<file path="src/rtl/mem_arbiter.sv">
// -----------------------------------------------------------------------------
// mem_arbiter
//   Arbitrates one block-wide memory port between an instruction cache
//   (read-only) and a data cache (read or write-back). One transaction is in
//   flight at a time. A transaction is granted from IDLE, waits until the
//   memory has raised and then dropped MEM_BUSYWAIT, completes, and then
//   spends one RELEASE cycle. Only during RELEASE is the served requester's
//   busywait lowered. When both caches request together, the port that was
//   not served last wins.
//
// Ports
//   clk_i, rst_i          clock; asynchronous active-high reset
//   i_read_i              I-cache block read request
//   i_address_i           I-cache block address
//   i_readdata_o          block returned to the I-cache (registered)
//   i_busywait_o          I-cache stall (combinational)
//   d_read_i, d_write_i   D-cache read / write-back request
//   d_address_i           D-cache block address
//   d_writedata_i         D-cache write-back block
//   d_readdata_o          block returned to the D-cache (registered)
//   d_busywait_o          D-cache stall (combinational)
//   mem_read_o/write_o    memory strobes
//   mem_address_o         memory block address
//   mem_writedata_o       memory write data
//   mem_readdata_i        memory read data
//   mem_busywait_i        memory busy
// -----------------------------------------------------------------------------
module mem_arbiter #(
  parameter int ADDR_W = 6,
  parameter int DATA_W = 32
) (
  input  logic              clk_i,
  input  logic              rst_i,
  input  logic              i_read_i,
  input  logic [ADDR_W-1:0] i_address_i,
  output logic [DATA_W-1:0] i_readdata_o,
  output logic              i_busywait_o,
  input  logic              d_read_i,
  input  logic              d_write_i,
  input  logic [ADDR_W-1:0] d_address_i,
  input  logic [DATA_W-1:0] d_writedata_i,
  output logic [DATA_W-1:0] d_readdata_o,
  output logic              d_busywait_o,
  output logic              mem_read_o,
  output logic              mem_write_o,
  output logic [ADDR_W-1:0] mem_address_o,
  output logic [DATA_W-1:0] mem_writedata_o,
  input  logic [DATA_W-1:0] mem_readdata_i,
  input  logic              mem_busywait_i
);

  typedef enum logic [1:0] {
    IDLE    = 2'd0,
    GRANT_I = 2'd1,
    GRANT_D = 2'd2,
    RELEASE = 2'd3
  } state_t;

  // Encoding of the last_grant flag.
  localparam logic LAST_I = 1'b0;
  localparam logic LAST_D = 1'b1;

  state_t            state_q, state_d;
  logic              busy_seen_q, busy_seen_d;
  logic              last_grant_q, last_grant_d;
  logic [DATA_W-1:0] i_readdata_q, i_readdata_d;
  logic [DATA_W-1:0] d_readdata_q, d_readdata_d;

  logic i_req;
  logic d_req;
  logic in_grant;
  logic complete;

  assign i_req    = i_read_i;
  assign d_req    = d_read_i | d_write_i;
  assign in_grant = (state_q == GRANT_I) || (state_q == GRANT_D);
  // The memory must have been seen busy at least once before a low
  // busywait can mean "done"; otherwise the grant edge itself, where the
  // memory has not yet reacted to the strobe, would look like completion.
  assign complete = in_grant && busy_seen_q && !mem_busywait_i;

  // Next-state logic
  always_comb begin
    state_d      = state_q;
    busy_seen_d  = busy_seen_q;
    last_grant_d = last_grant_q;
    i_readdata_d = i_readdata_q;
    d_readdata_d = d_readdata_q;

    if (in_grant && mem_busywait_i) begin
      busy_seen_d = 1'b1;
    end else if (complete) begin
      busy_seen_d = 1'b0;
    end

    case (state_q)
      IDLE: begin
        if (i_req && d_req) begin
          state_d = (last_grant_q == LAST_D) ? GRANT_I : GRANT_D;
        end else if (i_req) begin
          state_d = GRANT_I;
        end else if (d_req) begin
          state_d = GRANT_D;
        end
      end
      GRANT_I: begin
        if (complete) begin
          state_d      = RELEASE;
          last_grant_d = LAST_I;
          // A withdrawn request still completes, but its data is dropped.
          if (i_read_i) begin
            i_readdata_d = mem_readdata_i;
          end
        end
      end
      GRANT_D: begin
        if (complete) begin
          state_d      = RELEASE;
          last_grant_d = LAST_D;
          // Read+write together was issued as a write only: no data return.
          if (d_read_i && !d_write_i) begin
            d_readdata_d = mem_readdata_i;
          end
        end
      end
      RELEASE: state_d = IDLE;
      default: state_d = IDLE;
    endcase
  end

  // Memory command decode
  always_comb begin
    mem_read_o      = 1'b0;
    mem_write_o     = 1'b0;
    mem_address_o   = '0;
    mem_writedata_o = '0;
    case (state_q)
      GRANT_I: begin
        mem_read_o    = 1'b1;
        mem_address_o = i_address_i;
      end
      GRANT_D: begin
        mem_read_o      = d_read_i & ~d_write_i;
        mem_write_o     = d_write_i;
        mem_address_o   = d_address_i;
        mem_writedata_o = d_writedata_i;
      end
      default: ;
    endcase
  end

  // A requester stalls until the RELEASE cycle of its own transaction.
  assign i_busywait_o = i_req & ~((state_q == RELEASE) && (last_grant_q == LAST_I));
  assign d_busywait_o = d_req & ~((state_q == RELEASE) && (last_grant_q == LAST_D));

  assign i_readdata_o = i_readdata_q;
  assign d_readdata_o = d_readdata_q;

  always_ff @(posedge clk_i or posedge rst_i) begin
    if (rst_i) begin
      state_q      <= IDLE;
      busy_seen_q  <= 1'b0;
      last_grant_q <= LAST_D;   // first tie after reset goes to the I-cache
      i_readdata_q <= '0;
      d_readdata_q <= '0;
    end else begin
      state_q      <= state_d;
      busy_seen_q  <= busy_seen_d;
      last_grant_q <= last_grant_d;
      i_readdata_q <= i_readdata_d;
      d_readdata_q <= d_readdata_d;
    end
  end

endmodule

</file>
<file path="config.mk">
export PLATFORM = sky130hd
export DESIGN_NAME = mem_arbiter
export DESIGN_NICKNAME = d
export VERILOG_FILES = /design/src/rtl/mem_arbiter.sv
export SDC_FILE = /design/constraint.sdc
export NUM_CORES = 1
export LEC_CHECK = 0
export BUFFER_PORTS_ARGS = -buffer_cell sky130_fd_sc_hd__buf_2
export CORE_MARGIN = 1.5
export CORE_UTILIZATION = 35
export DETAILED_ROUTE_END_ITERATION = 8
export HOLD_SLACK_MARGIN = 0.12
export PLACE_DENSITY = 0.68
export SKIP_LAST_GASP = 1
export SLEW_MARGIN = 40
export SYNTH_ARGS = -nofsm -noshare
export SYNTH_HDL_FRONTEND = slang
export SYNTH_SLANG_ARGS = --single-unit
</file>
<file path="constraint.sdc">
create_clock -name clk_i -period 2.9 [get_ports clk_i]
set_input_delay 0.29 -clock clk_i [delete_from_list [all_inputs] [get_ports clk_i]]
set_output_delay 0.29 -clock clk_i [all_outputs]
set_load 0.005 [all_outputs]
</file>
# [After elaboration in Yosys (flattened, before gate mapping)]
# Index checks and enable logic that the tools add are counted.
# W data, S select, Z words.
[classes] eq_ne=7 muxes=14 n_bitwise=8 n_reduce_logical=18
[op_table] operator="$mux W32" n=1
[op_table] operator="$pmux W6 S2" n=1
[op_table] operator="$mux W2" n=5
[op_table] operator="$reduce_and A3 Y1" n=3
[op_table] operator="$logic_and A1 B1 Y1" n=7
[op_table] operator="$pmux W2 S3" n=1
[op_table] operator="$eq A2 B2 Y1 const B" n=2
[op_table] operator="$mux W1" n=4
[op_table] operator="$ne A2 B2 Y1 const B" n=2
[op_table] operator="$ne A4 B4 Y1 const B" n=1
[op_table] operator="$not A1 Y1" n=4
[op_table] operator="$pmux W1 S2" n=2
[op_table] operator="$reduce_bool A2 Y1" n=2
[op_table] operator="$and A1 B1 Y1" n=3
[op_table] operator="$eq A2 B1 Y1 const B" n=1
[op_table] operator="$logic_not A1 Y1" n=2
[op_table] operator="$logic_not A2 Y1" n=1
[op_table] operator="$ne A2 B1 Y1 const B" n=1
[op_table] operator="$reduce_and A2 Y1" n=1
[op_table] operator="$reduce_or A2 Y1" n=1
[op_table] operator="$logic_or A1 B1 Y1" n=1
[op_table] operator="$or A1 B1 Y1" n=1
[word_totals] reg_bits=68 output_inout_bits=106

# [Longest topological paths before layout]
[depth] word_depth=6 ltp_mapped=7 ltp_nobuf=5

# [Least setup slack after synthesis]
# Ideal clock, no wire load.
[synth_path] path_type="register to register" startpoint="register state_q[0]" endpoint="register i_readdata_q[11], in the netlist i_readdata_o[11]" t_arrival_ns=1.686 required_ns=2.775 path_slack_ns=1.089 stages_incl_launch_ff=7 n_path_buf=1 synth_period_minus_slack_ns=1.811 path_cell_list="dfrtp_1 -> inv_1 -> ha_1 -> nand3b_2 -> nor3_4 -> buf_6 -> mux2_2"
[synth_between] elab_chain_len=5
[synth_rtl] element="start, declared" line_no="63" source="state_t state_q, state_d;"
[synth_rtl] element="start signal, assigned" line_no="167" source="state_q <= state_d;"
[synth_rtl] element="$eq A2 B1 Y1 / $eq A2 B2 Y1 (equally long branches)" line_no="76, 96"
[synth_rtl] element="$logic_or A1 B1 Y1" line_no="76" source="assign in_grant = (state_q == GRANT_I) || (state_q == GRANT_D);"
[synth_rtl] element="$logic_and A1 B1 Y1 (2 in a row)" line_no="80" source="assign complete = in_grant && busy_seen_q && !mem_busywait_i;"
[synth_rtl] element="$reduce_and A3 Y1 (no source line) *"
[synth_rtl] element="end signal, assigned" line_no="170" source="i_readdata_q <= i_readdata_d;"
[synth_rtl] element="end, declared" line_no="66" source="logic [DATA_W-1:0] i_readdata_q, i_readdata_d;"
# Mark *: on every way between the ends. The rest lies on a longest branch, timed or not.
# A chain may end at the register's enable or synchronous reset.

# [Worst setup path in the final report]
[layout_path] startpoint="register state_q[0]" endpoint="output port mem_read_o"
[layout_between] elab_chain_len=2
[layout_rtl] element="$eq A2 B2 Y1 / $eq A2 B1 Y1 (equally long branches)" line_no="137" source="case (state_q)"
[layout_rtl] element="$pmux W1 S2 *" line_no="137"
[layout_rtl] element="end, declared" line_no="44" source="output logic mem_read_o,"
# Marked as above.

==> flow_summary.ini <==
[outcome]
outcome = finished, final reports clean

[logic_synthesis]
synth.distinct_cells = 25
synth-warning-count = 0
synth_seq_cells = 68
yosysTopAreaCell = dfrtp_1
syn-instance-count = 221
yosys.area.top_type_share_pct = 55.3
syn_nets = 309
yosysSeqAreaShare_pct = 56.2
synthesis.area_um2 = 3030
synth_area_leaders = dfrtp_1 (55%), mux2_2 (24%), and2_1 (6.8%), ha_1 (2.5%), a22oi_1 (1.5%)
syn_avg_cell_area_um2 = 13.7

[timing]
finalSetupViolCount = 0
fmax_mhz = 456
finalMaxSlewViolations = 0
tightest_slew_ns = 0.355
finalHoldViolations = 0
finClkSkew_ns = 0.0114
finalSetupTns_ns = 0
slew_headroom_pct = 76.3
min_period_ns = 2.19
timing.final.crit_share_pct = 75.6
rsz0062_at_grt = no

[worst_setup_path]
cp.required_ns = 2.61
r2r-start = state_q[1]
crit_start = state_q[0]
end_kind = output port
start_kind = flip-flop
slowest_delay_ns = 0.41
cp.arrival_ns = 1.90
crit_path_max_fanout = 36
critPathBufInv = 3
crit_slowest_cell = dfrtp_1
crit_chain = inv_1 > ha_1 > buf_4 > nand3b_1 > a21oi_1 > buf_2
critPathKind = flip-flop to output port
crit_family = buffers and inverters

[cts]
post_cts_resized = 0
htree_levels = 3
postCtsSetupRepairBufs = 0
root_buffer = clkbuf_8
clock_latency_ns = 0.34
cts-buffers-inserted = 9
path_clk_slew_ns = 0.08
cts_hold_buf = 1
clockBufferDepth = 2
clock_sinks = 68
cts_tree = done

[global_route]
antenna_found_initial = 0
grt_pass1_vias = 2449
grt_max_degree = 69
grt_usage_pct = 18.4
grt_pass1_wl_mm = 12.3
grt-ovfl-total = 0

[finish]
area_growth_pct = 41.4
layout.cells.non_filler = 525
drive_above_1_share_pct = 66.4
layout_common_cells = buf_2 (187), dfrtp_1 (67), mux2_2 (65)
nets = 503
diodes = 0
mostFrequentLayoutCell = buf_2

[power]
p_switching_uw = 1380
clockPowerShare_pct = 18.5
swShare_pct = 33.6
p_leak_uw = 0.00239
internal_power_uw = 2730
seqPwrFrac_pct = 38.8
powerDensity_nw_per_um2 = 960
vdd_drop_max_uv = 426
power_frac_comb_pct = 42.7

[die]
initial_core_util_pct = 36.5
rows = 33
ios = 188
die_h_um = 96.0
dieWidth_um = 96.0
die-area_um2 = 9220
core_region_area_um2 = 8300

[min_path]
hp-class = primary input to flip-flop
worstHoldStart = mem_readdata_i[27]

[route]
dr.pass1.iters = 4
drc = 0
vias_per_cell = 4.70
initialDrtViolationCount = 49
drtAntennaViolNets = 0
routedWlPerCell_um = 16.3
wl_mm = 8.56
vias = 2468

[place]
dp.cells = 508
place_hpwl_mm = 6.61
port_buffers = 187
place_congestion = 0.748

[run]
drv_cap = 0
==> state kept, by name (all words and copies together) (netlist names) <==
name	count
state_q	2
i_readdata_o	32
busy_seen_q	1
last_grant_q	1
d_readdata_o	32
==> final timing paths <==
kind	to	slack, ns	depth (start not counted)
worst max register to register	i_readdata_o[16]	0.82	6
min in group asynchronous	i_readdata_o[4]	0.57	4
worst max-delay path	mem_read_o	0.71	6
worst min-delay path	d_readdata_o[27]	0.19	2
max in group asynchronous	last_grant_q	2.02	4
worst min register to register	d_readdata_o[28]	0.50	1
==> metal layers <==
metal	up-vias	routed length (µm)	share of wire [%]	GRT usage (%)
met5	-	0	0	0
met1	1176	3170	37	19.1
li1	1143	-	-	-
met2	132	4300	50	33.2
met3	17	829	9.7	6.48
met4	0	258	3.0	8.46
==> synthesized netlist by cell type <==
cell type  instances
a21oi_1            3
a22oi_1            6
a32oi_1            1
and2_1            33
buf_2              1
buf_4              3
buf_6              3
clkbuf_1           3
clkbuf_2           1
dfrtp_1           67
dfstp_2            1
ha_1               6
inv_1              7
mux2_1             2
mux2_2            65
mux2i_1            1
nand2_1            1
nand2b_1           1
nand3b_1           1
nand3b_2           1
nor2_1             9
nor2_2             1
nor3_4             1
o21ba_2            1
o22ai_1            2
==> power groups by stage <==
stage          combinational (µW)  clock [µW]  sequential (µW)
3_5_place_dp                 1790           0             1610
5_1_grt                      1950         837             1660
3_3_place_gp                 1740           0             1590
4_1_cts                      1790         794             1600
6_report                     1760         762             1600
2_1_floorplan                 880           0             1630
==> kinds of logic (layout without fill, tap and decap cells) <==
| group | count (synthesis) | count (layout) | share of synthesized area, % |
|---|---|---|---|
| flip-flops | 68 | 68 | 56.2 |
| AO/OA/AOI/OAI | 13 | 13 | 3.02 |
| buffers and inverters | 18 | 217 | 3.43 |
| multiplexers | 68 | 68 | 25.2 |
| adder cells (fa/ha/maj) | 6 | 6 | 2.48 |
| AND/OR/NAND/NOR | 48 | 48 | 9.62 |
==> final cells by class <==
| class | count | area [µm²] |
|---|---|---|
| clock inverters | 6 | 63.8 |
| inverters | 7 | 26.3 |
| well taps | 105 | 131 |
| clock buffers | 10 | 128 |
| multi-input cells | 135 | 1230 |
| repair buffers | 194 | 1000 |
| fillers | 788 | 4020 |
| flip-flops and latches | 68 | 1700 |
==> stage by stage <==
stage / hold slack (ns) / cell area [µm²] / worst slack (ns) / utilization [%] / total power (µW)
CTS: 0.163 / 4280 / 0.675 / 51.6 / 4190
floorplan: 0.425 / 3030 / 0.900 / - / 2510
finish: 0.187 / 4280 / 0.708 / 51.6 / 4110
detailed placement: 0.403 / 4080 / 0.796 / 49.2 / 3400
global route: 0.165 / 4280 / 0.527 / 51.6 / 4450
global placement: 0.392 / 4080 / 0.869 / 49.2 / 3330
No activity file was read; power rests on OpenSTA's default activity.
